===== src/rtl/sram_arbiter_pkg.sv =====
// Shared encodings for the inst/data SRAM port arbiter.
// Latency: n/a (types and constants only).
// Backpressure: n/a.
package sram_arbiter_pkg;

    // Arbiter FSM state encoding
    typedef enum logic [1:0] {
        ARB_IDLE = 2'd0,
        ARB_REQ  = 2'd1,
        ARB_WAIT = 2'd2
    } arb_state_t;

    // Which requester owns the single outstanding transaction
    typedef enum logic {
        OWN_INST = 1'b0,
        OWN_DATA = 1'b1
    } owner_t;

endpackage


===== src/rtl/sram_arbiter_pick.sv =====
// Grant selection between fetch and load/store requests (combinational pick).
// Latency: 0 cycles, result is used in the same IDLE cycle.
// Backpressure: none; the caller applies the pick only when it can accept a grant.
//
// Build option ARB_RR_EN: when defined, a simultaneous request goes to the
// side opposite the previous grant (1-bit pointer, reset favours data);
// when undefined, data always beats inst and no pointer register exists.
//
// Ports:
//   i_clk, i_rst, i_grant_en : pointer clock/reset/update (ARB_RR_EN only)
//   i_inst_req, i_data_req   : requests from the two sides
//   o_grant_vld, o_grant_own : some side is requesting / which side wins
module arb_pick
    import sram_arbiter_pkg::*;
(
`ifdef ARB_RR_EN
    input  logic   i_clk,
    input  logic   i_rst,
    input  logic   i_grant_en,
`endif
    input  logic   i_inst_req,
    input  logic   i_data_req,
    output logic   o_grant_vld,
    output owner_t o_grant_own
);

    assign o_grant_vld = i_inst_req | i_data_req;

`ifdef ARB_RR_EN
    // Side that received the most recent grant. Reset to inst so the
    // first conflict after reset goes to data.
    owner_t r_last;

    always_comb begin
        o_grant_own = OWN_DATA;
        if (i_inst_req && i_data_req)
            o_grant_own = (r_last == OWN_DATA) ? OWN_INST : OWN_DATA;
        else if (i_inst_req)
            o_grant_own = OWN_INST;
    end

    always_ff @(posedge i_clk or posedge i_rst) begin
        if (i_rst)
            r_last <= OWN_INST;
        else if (i_grant_en && o_grant_vld)
            r_last <= o_grant_own;
    end
`else
    always_comb begin
        o_grant_own = i_data_req ? OWN_DATA : OWN_INST;
    end
`endif

endmodule


===== src/rtl/sram_arbiter.sv =====
// Shares one SRAM-like memory port between instruction fetch and load/store.
// Latency: addr_ok same cycle as grant, mem_req next cycle, data_ok on mem_data_ok; >= 3 cycles/access.
// Backpressure: one outstanding transaction; no addr_ok outside IDLE, mem_* held until mem_addr_ok.
//
// Build option ARB_RR_EN: round-robin on simultaneous requests (see arb_pick);
// default is fixed data-over-inst priority.
//
// Ports:
//   clk, reset                     : clock, async active-high reset
//   inst_* (req/addr in; addr_ok/data_ok/rdata out)     : fetch side
//   data_* (req/wr/wstrb/addr/wdata in; addr_ok/data_ok/rdata out) : load/store side
//   mem_*  (req/wr/wstrb/addr/wdata out; addr_ok/data_ok/rdata in) : memory side
module sram_arbiter
    import sram_arbiter_pkg::*;
#(
    parameter int ADDR_W = 32,
    parameter int DATA_W = 32
) (
    input  logic                clk,
    input  logic                reset,
    input  logic                inst_req,
    input  logic [ADDR_W-1:0]   inst_addr,
    output logic                inst_addr_ok,
    output logic                inst_data_ok,
    output logic [DATA_W-1:0]   inst_rdata,
    input  logic                data_req,
    input  logic                data_wr,
    input  logic [DATA_W/8-1:0] data_wstrb,
    input  logic [ADDR_W-1:0]   data_addr,
    input  logic [DATA_W-1:0]   data_wdata,
    output logic                data_addr_ok,
    output logic                data_data_ok,
    output logic [DATA_W-1:0]   data_rdata,
    output logic                mem_req,
    output logic                mem_wr,
    output logic [DATA_W/8-1:0] mem_wstrb,
    output logic [ADDR_W-1:0]   mem_addr,
    output logic [DATA_W-1:0]   mem_wdata,
    input  logic                mem_addr_ok,
    input  logic                mem_data_ok,
    input  logic [DATA_W-1:0]   mem_rdata
);

    localparam int STRB_W = DATA_W / 8;

    arb_state_t          r_state;
    arb_state_t          w_state_nxt;
    owner_t              r_owner;
    logic                r_wr;
    logic [STRB_W-1:0]   r_wstrb;
    logic [ADDR_W-1:0]   r_addr;
    logic [DATA_W-1:0]   r_wdata;

    logic                w_grant_vld;
    owner_t              w_grant_own;
    logic                w_grant;

    arb_pick u_pick (
`ifdef ARB_RR_EN
        .i_clk       (clk),
        .i_rst       (reset),
        .i_grant_en  (r_state == ARB_IDLE),
`endif
        .i_inst_req  (inst_req),
        .i_data_req  (data_req),
        .o_grant_vld (w_grant_vld),
        .o_grant_own (w_grant_own)
    );

    assign w_grant = (r_state == ARB_IDLE) && w_grant_vld;

    always_ff @(posedge clk or posedge reset) begin
        if (reset)
            r_state <= ARB_IDLE;
        else
            r_state <= w_state_nxt;
    end

    always_comb begin
        w_state_nxt  = r_state;
        inst_addr_ok = 1'b0;
        data_addr_ok = 1'b0;
        inst_data_ok = 1'b0;
        data_data_ok = 1'b0;
        mem_req      = 1'b0;
        case (r_state)
            ARB_IDLE: begin
                if (w_grant_vld) begin
                    w_state_nxt = ARB_REQ;
                    // addr_ok is combinational from req; mask it while reset
                    // is held so every output reads 0 during reset.
                    if (w_grant_own == OWN_DATA)
                        data_addr_ok = !reset;
                    else
                        inst_addr_ok = !reset;
                end
            end
            ARB_REQ: begin
                mem_req = 1'b1;
                if (mem_addr_ok)
                    w_state_nxt = ARB_WAIT;
            end
            ARB_WAIT: begin
                if (mem_data_ok) begin
                    w_state_nxt = ARB_IDLE;
                    if (r_owner == OWN_DATA)
                        data_data_ok = 1'b1;
                    else
                        inst_data_ok = 1'b1;
                end
            end
            default: w_state_nxt = ARB_IDLE;
        endcase
    end

    // Payload latched at grant; the requester may change it afterwards.
    always_ff @(posedge clk or posedge reset) begin
        if (reset) begin
            r_owner <= OWN_INST;
            r_wr    <= 1'b0;
            r_wstrb <= '0;
            r_addr  <= '0;
            r_wdata <= '0;
        end else if (w_grant) begin
            r_owner <= w_grant_own;
            if (w_grant_own == OWN_DATA) begin
                r_wr    <= data_wr;
                r_wstrb <= data_wstrb;
                r_addr  <= data_addr;
                r_wdata <= data_wdata;
            end else begin
                r_wr    <= 1'b0;
                r_wstrb <= '0;
                r_addr  <= inst_addr;
                r_wdata <= '0;
            end
        end
    end

    assign mem_wr    = r_wr;
    assign mem_wstrb = r_wstrb;
    assign mem_addr  = r_addr;
    assign mem_wdata = r_wdata;

    // Read data is only meaningful with data_ok; forcing 0 otherwise keeps
    // the outputs quiet during reset and on the non-owning side.
    assign inst_rdata = inst_data_ok ? mem_rdata : '0;
    assign data_rdata = data_data_ok ? mem_rdata : '0;

endmodule

===== config.mk =====
export PLATFORM = sky130hd
export DESIGN_NAME = sram_arbiter
export DESIGN_NICKNAME = d
export VERILOG_FILES = /design/src/rtl/sram_arbiter_pkg.sv /design/src/rtl/sram_arbiter_pick.sv /design/src/rtl/sram_arbiter.sv
export SDC_FILE = /design/constraint.sdc
export NUM_CORES = 1
export LEC_CHECK = 0
export CORE_MARGIN = 2
export CORE_UTILIZATION = 33
export DETAILED_ROUTE_END_ITERATION = 10
export PLACE_DENSITY = 0.81
export SLEW_MARGIN = 30
export SYNTH_ARGS = -nofsm -noshare
export SYNTH_HDL_FRONTEND = slang
export SYNTH_SLANG_ARGS = --single-unit

===== constraint.sdc =====
create_clock -name clk -period 3.05 [get_ports clk]
set_input_delay 0.4575 -clock clk [delete_from_list [all_inputs] [get_ports clk]]
set_output_delay 0.4575 -clock clk [all_outputs]
set_load 0.005 [all_outputs]

# ---- After elaboration in Yosys (flattened, before gate mapping)
# Index checks and enable logic that the tools add are counted.
dict set report totals {
  inputBits 139
  register_bits 72
  word_cells 40
  out_inout_bits 138
}
dict set report op_classes {
  mux 24
  eq_ne 5
  reduce_logical 4
  bitwise 1
}
# cell count
set ops {}
lappend ops {{$mux W32} 4}
lappend ops {{$mux W1} 15}
lappend ops {{$mux W2} 3}
lappend ops {{$ne A2 B2 Y1 const B} 3}
lappend ops {{$pmux W2 S3} 1}
lappend ops {{$mux W4} 1}
lappend ops {{$reduce_and A3 Y1} 1}
lappend ops {{$eq A2 B1 Y1 const B} 1}
lappend ops {{$eq A2 B2 Y1 const B} 1}
lappend ops {{$logic_not A2 Y1} 1}
lappend ops {{$logic_and A1 B1 Y1} 1}
lappend ops {{$logic_not A1 Y1} 1}
lappend ops {{$or A1 B1 Y1} 1}

# ---- Depth between registers and ports, before layout
dict set report depth {
  ltp_word 4
  mapped_depth 5
  ltp_nobuf 3
}

# ---- Cells and area by module
# A second synthesis with hierarchy kept.
dict set report hier_totals {
  cells_unflattened 348
  area_unflattened_um2 4050.1
}
# module cells_each area_per_inst_um2 n_inst seq_area_each_um2
set by_module_without_submodules {}
lappend by_module_without_submodules {sram_arbiter 346 4036.4 1 1801.7}
lappend by_module_without_submodules {arb_pick 2 13.8 1 0.0}

# ---- Worst setup path before layout
# OpenSTA, ideal clock, no wires.
dict set report synth_timing {
  path_type {input-to-output}
  startpoint {input reset}
  endpoint {output data_addr_ok}
  cell_stages 2
  path_buffers 0
  setup_slack_ps 276
  arrival_ps 2316
  t_required_ps 2592
  cell_sequence {inv_1 -> and3_1}
}
dict set report synth_between {
  elab_chain_len 4
}
# element line_no
set synth_rtl {}
lappend synth_rtl {{start: declaration} sram_arbiter.sv:20} ;# input logic reset,
lappend synth_rtl {{$logic_not A1 Y1 (no source line)} n/a}
lappend synth_rtl {{$mux W1} sram_arbiter.sv:92} ;# if (w_grant_own == OWN_DATA)
lappend synth_rtl {{$mux W1} sram_arbiter.sv:88} ;# if (w_grant_vld) begin
lappend synth_rtl {{$mux W1} sram_arbiter.sv:86} ;# case (r_state)
lappend synth_rtl {{end: declaration} sram_arbiter.sv:31} ;# output logic data_addr_ok,
# No other way between the ends.

# ---- Final worst setup path
dict set report layout_timing {
  startpoint {input mem_data_ok}
  endpoint {output inst_rdata[27]}
}
dict set report layout_between {
  elab_chain_len 3
}
# element line_no
set layout_rtl {}
lappend layout_rtl {{start: declaration} sram_arbiter.sv:40} ;# input logic mem_data_ok,
lappend layout_rtl {{$mux W1} sram_arbiter.sv:104} ;# if (mem_data_ok) begin
lappend layout_rtl {{$mux W1} sram_arbiter.sv:86}
lappend layout_rtl {{$mux W32} sram_arbiter.sv:147} ;# assign inst_rdata = inst_data_ok ? mem_rdata : '0;
lappend layout_rtl {{end: declaration} sram_arbiter.sv:25} ;# output logic [DATA_W-1:0] inst_rdata,
# No other way between the ends.

==> out/qor.csv <==
metric;value;unit
ys flop type;dfrtp_1;
via/cell ratio;4.64;
Worst Clk Skew;0.0132;ns
P per Cell Area;714;nW/um2
min Tclk post-route;2.68;ns
simple logic cell fraction of the synthesized area;0.131;
Die Height;107;um
Final setup viols;0;
final-report hold violation count;0;
Crit Path Class;in2out;
Hold Crit Depth;1;
clock net sink count;72;
post-cts sizing count;0;
routed len/inst;16.7;um
crit end category;output pin;
Mapped Nets;411;
largest family of logic cells by synthesized area;multiplexers;
# nets final;682;
share of cells above drive strength 1;0.157;
total number of vias;3176;
CP max-delay cell;and4bb_2;
Pins Over Slew Limit;0;
unrepaired setup endpoints after global routing;false;
Finished Cell Area;6530;um2
worst slew pin tran;0.845;ns
status;complete, no violations;
synth unique cells;20;
sequential cell area fraction in the yosys report;0.518;
Clock Path Buffers;2;
Final ANT Viol Nets;0;
mux share of post-synthesis cell area;0.207;
Synth Area in Compound Gates;0.104;
initial antenna violation count;1;
# diodes;0;
worst-case reg-to-reg path depth;4;
Die Footprint;11400;um2
startpoint types;primary input;
P_sw;1.35;mW
GRT overflow;0;
Post-Synth XOR/XNOR Area;0;
Comb pwr share;0.483;
hold buffers post-CTS;0;
first-pass GRT wire length;17100;um
io pins;277;
Post-CTS Repair Setup Buffers;0;
PortBufs;276;
TNS Setup;0;ns
initial drt markers;127;
maximum VDD drop;0.484;mV
Post-synth EDFFs;0;
area grow syn2layout;87.6;%
pin count of the biggest net entering global routing;73;
Adder-Cell Fraction of Synth Area;0;
Async SR Flop Fraction;1.00;
Ys Warns;0;
max incr delay on CP;0.55;ns
commonest non-fill, non-tap cells in the layout;276 x clkdlybuf4s50_1, 72 x dfrtp_1, 65 x and2_1;
Worst slew margin;0.437;
Worst EP required;2.59;ns
reg-to-reg setup timing slack;1.22;ns
worst-path maximum fanout;33;
placed instance area;6320;um2
drc violations;0;
CTS tree;done;
row cnt;37;
clock network fraction of total power;0.164;
WL final;11400;um
Inserted Clock Buffers;9;
worst hold path endpoint;mem_addr[8];
Yosys reg bits;72;
GPL Wtd Cong;0.785;
Hold Startpoint;mem_addr[8];
number of global-route vias before repair;3277;
crit share post-route;0.878;
RR Startpoint;r_state[1];
Pre-antenna DRT Iters;4;
Min-Delay Path Class;reg2reg;
sw frac;0.289;
Seq pwr share;0.353;
CTS clk-pin slew, worst paths;0.07;ns
CP dominant cell by count;clkdlybuf4s50_1;
crit path DAT;2.22;ns
GRT Total Usage;0.195;
Post-Syn Area;3480;um2
worst r2r dst;mem_addr[31];
Root Driver;clkbuf_8;
placed wire-length estimate;9070;um
most common cell after layout, fill and taps aside;clkdlybuf4s50_1;
core footprint;10300;um2
H-tree levels;3;
Initial Util;0.339;
clock latency on the worst-skew pair;0.33;ns
Max Cap Violations;0;
cell-internal power;3.31;mW
Synth Instances;272;
Static Leakage;2.69;nW
Die W;107;um
Max Clock Freq;0.373;GHz
Avg Inst Size Synth;12.8;um2
CP Cell Sequence;clkdlybuf4s50_1, and4bb_2, and2_1, clkdlybuf4s50_1;
metrics by stage:
stage | cells | util | total power, mW | setup WS (ns) | hold slack [ns]
after floorplan | 272 | - | 2.57 | 0.276 | 0.457
after global placement | 668 | 0.615 | 3.87 | 0.440 | 0.474
after detailed placement | 668 | 0.615 | 3.94 | 0.361 | 0.490
after CTS | 684 | 0.635 | 4.74 | 0.358 | 0.508
after global routing | 684 | 0.635 | 4.94 | 0.275 | 0.527
final | 684 | 0.635 | 4.66 | 0.371 | 0.504
routing by layer:
layer	wire, um	vias to the layer above	global-route usage
met5	0	-	0
met4	362	0	0.0807
met3	1010	25	0.0632
met2	6030	171	0.361
met1	4050	1487	0.202
li1	-	1493	-
synth_stat cells (all sizes together) (2+ instances only):
cell type | count | area [um2]
nor2 | 2 | 10.0
a22o | 38 | 333
inv | 2 | 7.51
o21ai | 2 | 21.3
dfrtp | 72 | 1800
and2 | 65 | 407
mux2 | 64 | 721
clkbuf | 7 | 26.3
buf | 14 | 105
final cells by class:
class	instances	area, um2
Clock buffer	12	155
Clock inverter	4	51.3
Fill cell	814	3750
Inverter	2	7.51
Multi-Input combinational cell	177	1540
Sequential cell	72	1800
Tap cell	136	170
Timing Repair Buffer	281	2800
power by group through the flow:
stage,Sequential [mW],Combinational [mW],Clock (mW)
floorplan,1.67,0.900,0
global placement,1.63,2.23,0
detailed placement,1.65,2.29,0
CTS,1.65,2.29,0.795
global route,1.70,2.40,0.835
finish,1.65,2.25,0.766
state kept, by name (all words and copies together) (netlist names):
| signal | cells |
|---|---|
| mem_addr | 32 |
| mem_wr | 1 |
| r_owner | 1 |
| r_state | 2 |
| mem_wstrb | 4 |
| mem_wdata | 32 |
kinds of logic (layout without fill, tap and decap cells):
| kind of cell | after synthesis | in the layout |
|---|---|---|
| muxes | 64 | 64 |
| and+or+nand+nor | 72 | 72 |
| DFF | 72 | 72 |
| AOI/OAI and AO/OA | 41 | 41 |
| buffers and inverters | 23 | 299 |
worst max-delay path by stage:
stage | from | endpoint | slack, ns
6_report | mem_data_ok | inst_rdata[27] | 0.37
5_1_grt | mem_data_ok | inst_rdata[9] | 0.28
3_5_place_dp | mem_data_ok | inst_rdata[27] | 0.36
3_3_place_gp | mem_data_ok | inst_rdata[8] | 0.44
2_1_floorplan | reset | data_addr_ok | 0.28
4_1_cts | mem_data_ok | inst_rdata[27] | 0.36
worst max-delay path: cells and delay by family:
kind	cells	cell delay, ns
buf+inv	2	1.01
simple gates	2	0.75
Note: power is estimated with default switching activity, not from simulation.
